File: config.mk
export PLATFORM = sky130hd
export DESIGN_NAME = network_result_collector
export DESIGN_NICKNAME = d
export VERILOG_FILES = /design/src/rtl/network_result_collector_pkg.sv /design/src/rtl/network_result_collector_result_fifo.sv /design/src/rtl/network_result_collector.sv
export SDC_FILE = /design/constraint.sdc
export NUM_CORES = 1
export LEC_CHECK = 0
export CAP_MARGIN = 30
export CORE_MARGIN = 1.5
export CORE_UTILIZATION = 45
export DETAILED_ROUTE_END_ITERATION = 8
export PLACE_DENSITY_LB_ADDON = 0.1
export SLEW_MARGIN = 15
export SYNTH_ARGS = -nofsm -noshare
export SYNTH_HDL_FRONTEND = slang
export SYNTH_SLANG_ARGS = --single-unit
File: constraint.sdc
create_clock -name CLK -period 2.45 [get_ports CLK]
set_input_delay 0.245 -clock CLK [delete_from_list [all_inputs] [get_ports CLK]]
set_output_delay 0.245 -clock CLK [all_outputs]
set_load 0.02 [all_outputs]
File: src/rtl/network_result_collector_pkg.sv
// Shared types for the network result collector: entry layout, FSM states, width helpers.
// Latency: n/a (declarations only).
// Backpressure: n/a.
`ifndef NUM_OL_NODES
`define NUM_OL_NODES 4
`endif
`ifndef FIXED_POINT_WORD_WIDTH
`define FIXED_POINT_WORD_WIDTH 8
`endif

package cortez_result_pkg;

    localparam int DEF_NUM_OL_NODES = `NUM_OL_NODES;
    localparam int DEF_WORD_WIDTH   = `FIXED_POINT_WORD_WIDTH;
    localparam int DEF_FIFO_DEPTH   = 4;

    // Class index width; a single-node layer still gets one bit.
    function automatic int clog2_min1(input int n);
        return (n > 1) ? $clog2(n) : 1;
    endfunction

    localparam int CLASS_W = clog2_min1(DEF_NUM_OL_NODES);
    localparam int LEVEL_W = $clog2(DEF_FIFO_DEPTH) + 1;

    typedef struct packed {
        logic [DEF_NUM_OL_NODES*DEF_WORD_WIDTH-1:0] values;
        logic [CLASS_W-1:0]                         class_idx;
    } result_entry_t;

    typedef enum logic [1:0] {
        IDLE = 2'd0,
        SCAN = 2'd1,
        PUSH = 2'd2
    } state_t;

endpackage

File: src/rtl/network_result_collector_result_fifo.sv
// Synchronous FIFO of result entries with clear, level and a head read straight from storage.
// Latency: a push is visible at the head/level one cycle later; pop takes effect at the next edge.
// Backpressure: push while full is refused unless a pop happens the same cycle; pop while empty is ignored.
//
// Ports: CLK/RSTN clock and async active-low reset; i_push/i_wr_entry write; i_pop discard head;
//        i_clear flush (wins over push/pop); o_head current head; o_full/o_empty/o_level status.
module result_fifo
    import cortez_result_pkg::*;
#(
    parameter type entry_t = result_entry_t,
    parameter int  DEPTH   = DEF_FIFO_DEPTH,
    localparam int AW      = $clog2(DEPTH),
    localparam int LW      = AW + 1
) (
    input  logic          CLK,
    input  logic          RSTN,
    input  logic          i_push,
    input  logic          i_pop,
    input  logic          i_clear,
    input  entry_t        i_wr_entry,
    output entry_t        o_head,
    output logic          o_full,
    output logic          o_empty,
    output logic [LW-1:0] o_level
);

    entry_t        r_mem [DEPTH];
    logic [AW-1:0] r_wr_ptr;
    logic [AW-1:0] r_rd_ptr;
    logic [LW-1:0] r_count;
    logic          w_do_push;
    logic          w_do_pop;

    assign o_full  = (r_count == LW'(DEPTH));
    assign o_empty = (r_count == '0);

    // A pop at full frees the slot the simultaneous push lands in.
    assign w_do_pop  = i_pop & ~o_empty & ~i_clear;
    assign w_do_push = i_push & (~o_full | w_do_pop) & ~i_clear;

    // DEPTH is a power of two, so the pointers wrap naturally.
    always_ff @(posedge CLK or negedge RSTN) begin
        if (!RSTN) begin
            r_wr_ptr <= '0;
            r_rd_ptr <= '0;
            r_count  <= '0;
            for (int i = 0; i < DEPTH; i++) begin
                r_mem[i] <= '0;
            end
        end else if (i_clear) begin
            r_wr_ptr <= '0;
            r_rd_ptr <= '0;
            r_count  <= '0;
        end else begin
            if (w_do_push) begin
                r_mem[r_wr_ptr] <= i_wr_entry;
                r_wr_ptr        <= r_wr_ptr + 1'b1;
            end
            if (w_do_pop) begin
                r_rd_ptr <= r_rd_ptr + 1'b1;
            end
            case ({w_do_push, w_do_pop})
                2'b10:   r_count <= r_count + 1'b1;
                2'b01:   r_count <= r_count - 1'b1;
                default: r_count <= r_count;
            endcase
        end
    end

    assign o_head  = r_mem[r_rd_ptr];
    assign o_level = r_count;

endmodule

File: src/rtl/network_result_collector.sv
// Captures network output vectors, optionally resolves the arg-max class, queues results for CSR reads.
// Latency: VALID_IN at t -> entry visible at t+NUM_OL_NODES+1 (arg-max) or t+2 (no arg-max).
// Backpressure: none upstream; vectors arriving while busy, or results hitting a full queue, are dropped and flagged sticky.
//
// Optional feature macro: CORTEZ_RESULT_ARGMAX_EN (defined: sequential arg-max; undefined: class tied to 0).
// Ports: CLK, RSTN (async active-low); VALUES_IN/VALID_IN network output; POP_IN/CLEAR_IN CSR pulses;
//        RESULT_VALUES_OUT/RESULT_CLASS_OUT/RESULT_VALID_OUT queue head; FIFO_LEVEL_OUT, BUSY_OUT, OVERFLOW_OUT status.
`ifndef NUM_OL_NODES
`define NUM_OL_NODES 4
`endif
`ifndef FIXED_POINT_WORD_WIDTH
`define FIXED_POINT_WORD_WIDTH 8
`endif

module network_result_collector
    import cortez_result_pkg::*;
#(
    parameter int  NUM_OL_NODES = `NUM_OL_NODES,
    parameter int  WORD_WIDTH   = `FIXED_POINT_WORD_WIDTH,
    parameter int  FIFO_DEPTH   = DEF_FIFO_DEPTH,
    localparam int VW           = NUM_OL_NODES * WORD_WIDTH,
    localparam int CW           = clog2_min1(NUM_OL_NODES),
    localparam int LW           = $clog2(FIFO_DEPTH) + 1
) (
    input  logic                 CLK,
    input  logic                 RSTN,
    input  logic signed [VW-1:0] VALUES_IN,
    input  logic                 VALID_IN,
    input  logic                 POP_IN,
    input  logic                 CLEAR_IN,
    output logic signed [VW-1:0] RESULT_VALUES_OUT,
    output logic        [CW-1:0] RESULT_CLASS_OUT,
    output logic                 RESULT_VALID_OUT,
    output logic        [LW-1:0] FIFO_LEVEL_OUT,
    output logic                 BUSY_OUT,
    output logic                 OVERFLOW_OUT
);

`ifdef CORTEZ_RESULT_ARGMAX_EN
    typedef struct packed {
        logic [VW-1:0] values;
        logic [CW-1:0] class_idx;
    } coll_entry_t;
`else
    // Without arg-max no class bits are stored at all.
    typedef struct packed {
        logic [VW-1:0] values;
    } coll_entry_t;
`endif

    state_t        r_state;
    state_t        w_next_state;
    logic [VW-1:0] r_capture;
    logic          r_overflow;
    logic          w_accept;
    logic          w_push;
    logic          w_busy;
    logic          w_full;
    logic          w_empty;
    logic          w_drop_vec;
    logic          w_drop_push;
    coll_entry_t   w_wr_entry;
    coll_entry_t   w_head;
    logic [LW-1:0] w_level;

`ifdef CORTEZ_RESULT_ARGMAX_EN
    localparam logic [CW-1:0] LAST_IDX = CW'(NUM_OL_NODES - 1);

    logic        [CW-1:0]         r_idx;
    logic        [CW-1:0]         r_best_idx;
    logic signed [WORD_WIDTH-1:0] r_best_val;
    logic signed [WORD_WIDTH-1:0] w_scan_val;
`endif

    // ---------------- FSM: state register ----------------
    always_ff @(posedge CLK or negedge RSTN) begin
        if (!RSTN) begin
            r_state <= IDLE;
        end else begin
            r_state <= w_next_state;
        end
    end

    // ---------------- FSM: next state ----------------
    always_comb begin
        w_next_state = r_state;
        if (CLEAR_IN) begin
            w_next_state = IDLE;
        end else begin
            case (r_state)
                IDLE: begin
                    if (VALID_IN) begin
`ifdef CORTEZ_RESULT_ARGMAX_EN
                        if (NUM_OL_NODES > 1) begin
                            w_next_state = SCAN;
                        end else begin
                            w_next_state = PUSH;
                        end
`else
                        w_next_state = PUSH;
`endif
                    end
                end
                SCAN: begin
`ifdef CORTEZ_RESULT_ARGMAX_EN
                    if (r_idx == LAST_IDX) begin
                        w_next_state = PUSH;
                    end
`else
                    w_next_state = IDLE;
`endif
                end
                PUSH:    w_next_state = IDLE;
                default: w_next_state = IDLE;
            endcase
        end
    end

    // ---------------- FSM: outputs ----------------
    always_comb begin
        w_accept = (r_state == IDLE) & VALID_IN & ~CLEAR_IN;
        w_push   = (r_state == PUSH) & ~CLEAR_IN;
        w_busy   = (r_state != IDLE);
    end

    // ---------------- capture / arg-max datapath ----------------
    always_ff @(posedge CLK or negedge RSTN) begin
        if (!RSTN) begin
            r_capture <= '0;
        end else if (w_accept) begin
            r_capture <= VALUES_IN;
        end
    end

`ifdef CORTEZ_RESULT_ARGMAX_EN
    assign w_scan_val = r_capture[int'(r_idx)*WORD_WIDTH +: WORD_WIDTH];

    // Node 0 seeds the search on acceptance; SCAN walks nodes 1..N-1.
    // Strict compare keeps the lower index on ties.
    always_ff @(posedge CLK or negedge RSTN) begin
        if (!RSTN) begin
            r_idx      <= '0;
            r_best_idx <= '0;
            r_best_val <= '0;
        end else if (w_accept) begin
            r_idx      <= CW'(1);
            r_best_idx <= '0;
            r_best_val <= VALUES_IN[WORD_WIDTH-1:0];
        end else if (r_state == SCAN) begin
            if (w_scan_val > r_best_val) begin
                r_best_val <= w_scan_val;
                r_best_idx <= r_idx;
            end
            if (r_idx != LAST_IDX) begin
                r_idx <= r_idx + 1'b1;
            end
        end
    end
`endif

    always_comb begin
        w_wr_entry        = '0;
        w_wr_entry.values = r_capture;
`ifdef CORTEZ_RESULT_ARGMAX_EN
        w_wr_entry.class_idx = r_best_idx;
`endif
    end

    // ---------------- overflow ----------------
    // A pop at full always succeeds, so it always makes room for the push.
    assign w_drop_vec  = VALID_IN & w_busy;
    assign w_drop_push = w_push & w_full & ~POP_IN;

    always_ff @(posedge CLK or negedge RSTN) begin
        if (!RSTN) begin
            r_overflow <= 1'b0;
        end else if (CLEAR_IN) begin
            r_overflow <= 1'b0;
        end else if (w_drop_vec | w_drop_push) begin
            r_overflow <= 1'b1;
        end
    end

    // ---------------- result queue ----------------
    result_fifo #(
        .entry_t (coll_entry_t),
        .DEPTH   (FIFO_DEPTH)
    ) u_fifo (
        .CLK        (CLK),
        .RSTN       (RSTN),
        .i_push     (w_push),
        .i_pop      (POP_IN),
        .i_clear    (CLEAR_IN),
        .i_wr_entry (w_wr_entry),
        .o_head     (w_head),
        .o_full     (w_full),
        .o_empty    (w_empty),
        .o_level    (w_level)
    );

    assign RESULT_VALUES_OUT = w_head.values;
`ifdef CORTEZ_RESULT_ARGMAX_EN
    assign RESULT_CLASS_OUT  = w_head.class_idx;
`else
    assign RESULT_CLASS_OUT  = '0;
`endif
    assign RESULT_VALID_OUT  = ~w_empty;
    assign FIFO_LEVEL_OUT    = w_level;
    assign BUSY_OUT          = w_busy;
    assign OVERFLOW_OUT      = r_overflow;

endmodule

==> results of run 1 <==
-- final timing paths --
check                              startpoint                     to  slack [ns]  cells past startpoint
min reg2reg                  u_fifo.r_mem[27]       u_fifo.r_mem[27]        0.50                      1
max                        u_fifo.r_rd_ptr[0]  RESULT_VALUES_OUT[29]        0.06                      3
min in group CLK                VALUES_IN[15]          r_capture[15]        0.43                      2
min                                      RSTN          r_capture[28]        0.40                      2
max in group asynchronous                RSTN     u_fifo.r_rd_ptr[0]        1.31                      3
max reg2reg                 u_fifo.o_level[1]      u_fifo.o_level[2]        0.31                      6
-- layout make-up --
cell class                      count  area share, %
Clock buffer                       18           4.81
Clock inverter                     14           1.91
Inverter                            3          0.126
Multi-Input combinational cell    240           32.2
Sequential cell                   169           47.4
Tap cell                          216           3.03
Timing Repair Buffer               95           10.5
-- sequential cells by signal, indices dropped and copies added (netlist names) --
name and flops:
OVERFLOW_OUT 1, r_state 1, u_fifo.o_level 3, u_fifo.r_mem 128
u_fifo.r_rd_ptr 2, r_capture 32, u_fifo.r_wr_ptr 2
-- kinds of logic (layout without fill, tap and decap cells) --
kind of cell | Yosys count | count (layout) | share of synthesized area (%)
AND/OR/NAND/NOR | 25 | 25 | 1.85
flip-flops | 169 | 169 | 57.9
buffers and inverters | 30 | 130 | 3.00
XOR/XNOR | 3 | 3 | 0.360
AO/OA/AOI/OAI | 8 | 8 | 0.651
multiplexers | 197 | 197 | 35.2
adder cells (fa/ha/maj) | 5 | 5 | 0.959
other | 1 | 2 | 0.0513
-- synthesized netlist by cell type --
cell type and n:
clkbuf_1 6, inv_1 3, buf_4 2, mux4_2 32, xnor2_1 1, o21ai_0 2, o22ai_1 1, a31oi_1 1
mux2i_1 4, a21o_1 1, nand2_1 6, dfrtp_1 169, nor2b_1 1, xor2_1 2, nor3_1 1, conb_1 1
buf_2 7, fa_1 1, o31ai_1 1, nor2_1 7, buf_6 12, nor3b_2 2, nor4b_1 1, nand3_1 2
a21oi_1 2, nand2b_1 3, or3_1 2, mux2_2 161, ha_1 4
-- repair_timing --
| item | in CTS | in global routing |
|---|---|---|
| endpoints found under the hold margin | 71 | 0 |
| cloned | 0 | 1 |
| hold buffers | 1 | 0 |
| setup endpoints to repair | 27 | 1 |
| resized for setup | 27 | 4 |
| pin swaps | 0 | 0 |
-- report_power, final --
group | switching (uW) | total, uW | internal (uW)
clock | 1110 | 2720 | 1610
sequential | 356 | 3710 | 3350
combinational | 886 | 2040 | 1150
-- metrics by stage --
stage / hold slack, ns / setup TNS (ns) / setup slack [ns] / instances / utilization, %
detailed placement: 0.317 / 0 / 0.171 / 721 / 52.3
global placement: 0.310 / 0 / 0.239 / 721 / 52.3
global route: 0.418 / -0.00557 / -0.00557 / 755 / 56.2
floorplan: -0.0506 / 0 / 0.0861 / 439 / -
CTS: 0.408 / 0 / 0.00140 / 754 / 55.9
finish: 0.396 / 0 / 0.0599 / 755 / 56.2
-- routing by layer --
layer,routed length (um),share of wire [%],vias to the layer above
met1,6610,46,2109
met4,200,1.4,0
li1,-,-,1779
met3,496,3.4,15
met5,0,0,-
met2,7110,49,71
-- worst max-delay path, delay by kind of cell (launching register included) --
family / cells / cell delay [ns]
buffers and inverters: 2 / 0.76
flip-flops: 1 / 0.46
multiplexers: 1 / 0.50
==> results.yml, run 1 <==
power:
  power_uw: 8460
  p_leak_uw: 0.00410
  peakVddDrop_mv: 0.656
  power_density_mw_per_mm2: 948
floorplanning:
  initial_core_util_pct: 46.0
  num_rows: 46
  dieArea_mm2: 0.0170
  fp.dieW_um: 130
  coreArea_mm2: 0.0159
  die_y_um: 130
  ios: 77
placement:
  port_buffers: 74
  gp_congestion: 0.743
  placed_cell_area_mm2: 0.00831
  place_hpwl_um: 8880
sta:
  hold_viol_final: 0
  fmax_mhz: 418
  period_needed_ns: 2.39
  tightest_slew_ns: 0.686
  slew_headroom_pct: 54.3
  post-route-period-util_pct: 97.6
  setup_viol: 0
  maxSlewViolCount: 0
  finalClockSkew_ns: 0.00562
critical_path:
  path_cells: "buf_12 > mux4_2 > clkdlybuf4s50_1"
  endpoint_kind: "primary output"
  path_max_fanout: 14
  crit_required_ns: 2.20
  cpMaxStageDelayCell: "clkdlybuf4s50_1"
  crit_arrival_ns: 2.15
  crit_type: "reg2out"
  worstSetupStartpointType: "flip-flop"
  cpPeakStageDelay_ns: 0.55
run_status:
  status: "finished clean"
layout:
  layout_commonest_cell: "dfrtp_1"
  areaGrowthSynthToFinish_pct: 22.1
  fillers: 1317
  nets: 568
  stdcell_area_mm2: 0.00892
  seqCellArea_mm2: 0.00423
  drive_above_1_share_pct: 46.9
  multiInputGateArea_mm2: 0.00288
  final_cell_mix: "167 x dfrtp_1, 161 x mux2_2, 42 x clkdlybuf4s50_1, 32 x mux4_2, 27 x dlygate4sd2_1"
  antenna_cells: 0
cts:
  clockBufferDepth: 2
  cts_num_sinks: 169
  clk-insertion-delay-late_ns: 0.42
  cts.root.buffer_cell: "clkbuf_16"
  cts_buffers: 17
  cts_tree: "done"
  clk_pin_slew_ns: 0.06
  postCtsSetupRepairBufs: 0
  ctsHtreeMaxLevel: 4
synthesis:
  synth_cells: 438
  netlist.top_cell.by_area: "dfrtp_1"
  synthTopCellsByArea: "dfrtp_1 58%, mux2_2 25%, mux4_2 9.9%"
  ys_seq_area_share_pct: 57.9
  yosys.area.top_type_share_pct: 57.9
  ys_seq_elements: 169
  ys_types: 29
  syn-cell-area_mm2: 0.00730
  syn_area_per_cell_um2: 16.7
  synth_warnings: 0
global_route:
  globalRouteMet3Util_pct: 3.83
  grt_usage_pct: 18.6
  busiest_layer: "met2"
  grt_pass1_wl_um: 23300
  grt_antenna_before_repair: 0
  grt_use_met2_pct: 30.2
  grt_overflow: 0
  grt_pass1_vias: 4251
  grt_max_degree: 74
  met1_usage_pct: 24.9
route:
  drt.antenna.violating_nets: 0
  via_count: 3974
  routed_wirelength_um: 14400
  drt_iter0_drc: 140
  vias_per_cell: 5.26
  drc: 0
  wl_per_cell_um: 19.1
  dr.pass1.iters: 5
run:
  maxCapViolCount: 0
hold_path:
  hp-class: "in2async"
(Power assumes the default switching activity.)
==> inputs of run 2 (changes only) <==
--- a/config.mk
+++ b/config.mk
@@ -14,3 +14,4 @@
 export SYNTH_ARGS = -nofsm -noshare
 export SYNTH_HDL_FRONTEND = slang
 export SYNTH_SLANG_ARGS = --single-unit
+export TNS_END_PERCENT = 30
==> results.yml, run 2 (same netlist as run 1, synthesis figures left out) <==
critical_path:
  crit_type: "reg2out"
  critPathTopFamily: "buffers and inverters"
  crit_required_ns: 2.20
  crit_buf_inv: 2
  r2r_cells: 6
  cp_num_cells: 3
  worstSetupStartpointType: "flip-flop"
  crit_arrival_ns: 2.15
  cpMaxStageDelayCell: "clkdlybuf4s50_1"
  endpoint_kind: "primary output"
  cp-startpoint: "u_fifo.r_rd_ptr[0]"
  r2r-start: "u_fifo.o_level[1]"
  cpPeakStageDelay_ns: 0.55
  path_max_fanout: 14
  path_cells: "buf_12 > mux4_2 > clkdlybuf4s50_1"
sta:
  period_needed_ns: 2.39
  maxSlewViolCount: 0
  finalClockSkew_ns: 0.00562
  post-route-period-util_pct: 97.6
  setup_viol: 0
  tightest_slew_ns: 0.686
  slew_headroom_pct: 54.3
  timing.hold.ws_ns: 0.396
  fmax_mhz: 418
  hold_viol_final: 0
global_route:
  grt_pass1_vias: 4251
  grt_max_degree: 74
  grt_overflow: 0
  grt_antenna_before_repair: 0
  grt_pass1_wl_um: 23300
  grt_usage_pct: 18.6
route:
  via_count: 3974
  wl_per_cell_um: 19.1
  drt_iter0_drc: 140
  routed_wirelength_um: 14400
  vias_per_cell: 5.26
  drc: 0
  dr.pass1.iters: 5
  drt.antenna.violating_nets: 0
layout:
  drive_above_1_share_pct: 46.9
  max_flop_register: "u_fifo.r_mem"
  stdcell_count: 755
  final_cell_mix: "167 x dfrtp_1, 161 x mux2_2, 42 x clkdlybuf4s50_1, 32 x mux4_2, 27 x dlygate4sd2_1"
  stdcell_area_mm2: 0.00892
  nets: 568
  multiInputGateArea_mm2: 0.00288
  seqCellArea_mm2: 0.00423
  largest_reg_flops: 128
  fillers: 1317
  areaGrowthSynthToFinish_pct: 22.1
  layout_commonest_cell: "dfrtp_1"
  antenna_cells: 0
placement:
  placed_cell_area_mm2: 0.00831
  place_hpwl_um: 8880
  gp_congestion: 0.743
  port_buffers: 74
  dp.cells: 721
cts:
  ctsHtreeMaxLevel: 4
  clk-insertion-delay-late_ns: 0.42
  cts.root.buffer_cell: "clkbuf_16"
  cts_buffers: 17
  cts_num_sinks: 169
  clk_pin_slew_ns: 0.06
  cts_tree: "done"
  clockBufferDepth: 2
floorplanning:
  num_rows: 46
  die_y_um: 130
  fp.dieW_um: 130
  dieArea_mm2: 0.0170
  ios: 77
  initial_core_util_pct: 46.0
  coreArea_mm2: 0.0159
run:
  maxCapViolCount: 0
power:
  peakVddDrop_mv: 0.656
  comb_power_share_pct: 24.1
  intPower_uw: 6110
  clkPwrFrac_pct: 32.2
  switching_share_pct: 27.8
  p_leak_uw: 0.00410
  seq_power_share_pct: 43.8
  power_density_mw_per_mm2: 948
  p_sw_uw: 2350
hold_path:
  hp-class: "in2async"
run_status:
  status: "finished clean"
[run 2: path summary, 6_finish.rpt]
check	slack, ns	to
max in group asynchronous	1.31	u_fifo.r_rd_ptr[0]
hold reg to reg	0.50	u_fifo.r_mem[27]
hold / removal	0.40	r_capture[28]
setup / recovery	0.06	RESULT_VALUES_OUT[29]
min in group CLK	0.43	r_capture[15]
setup reg to reg	0.31	u_fifo.o_level[2]
[run 2: per-stage QoR]
step           setup TNS (ns)  util [%]  worst slack, ns  power, uW
6_report                    0      56.2           0.0599       8460
5_1_grt              -0.00557      56.2         -0.00557       8900
3_5_place_dp                0      52.3            0.171       5970
4_1_cts                     0      55.9          0.00140       8560
3_3_place_gp                0      52.3            0.239       5910
2_1_floorplan               0         -           0.0861       5030
[run 2: final cells by class]
type                       instances  area share [%]
clock buffer                      18            4.81
clock inverter                    14            1.91
inverter                           3           0.126
multi-input combinational        240            32.2
sequential                       169            47.4
tap                              216            3.03
timing repair buffer              95            10.5
[run 2: power groups by stage]
stage / clock network (uW) / logic (uW) / registers (uW)
after CTS: 2780 / 2070 / 3700
after global placement: 0 / 2200 / 3720
after global routing: 2920 / 2200 / 3790
final: 2720 / 2040 / 3710
after floorplan: 0 / 1400 / 3630
after detailed placement: 0 / 2220 / 3750
[run 2: per-layer routing]
| layer | share of wire (%) | track usage (%) | vias up | wire length (um) |
|---|---|---|---|---|
| li1 | - | - | 1779 | - |
| met1 | 46 | 24.9 | 2109 | 6610 |
| met2 | 49 | 30.2 | 71 | 7110 |
| met3 | 3.4 | 3.83 | 15 | 496 |
| met4 | 1.4 | 7.30 | 0 | 200 |
| met5 | 0 | 0 | - | 0 |
[run 2: worst reg2reg max path, cell delays in order, from the launching register on]
cell and delay, ns:
dfrtp_1 0.47, o31ai_1 0.34, nor3_1 0.10, fa_1 0.45, or3_1 0.40, a21o_1 0.16
a31oi_1 0.14
[run 2: repair_timing]
action,CTS,global route
resized for setup,27,4
hold buffers,1,0
hold endpoints to repair,71,0
setup buffers,0,0
endpoints found under the setup margin,27,1
gates cloned,0,1
pin swaps,0,0
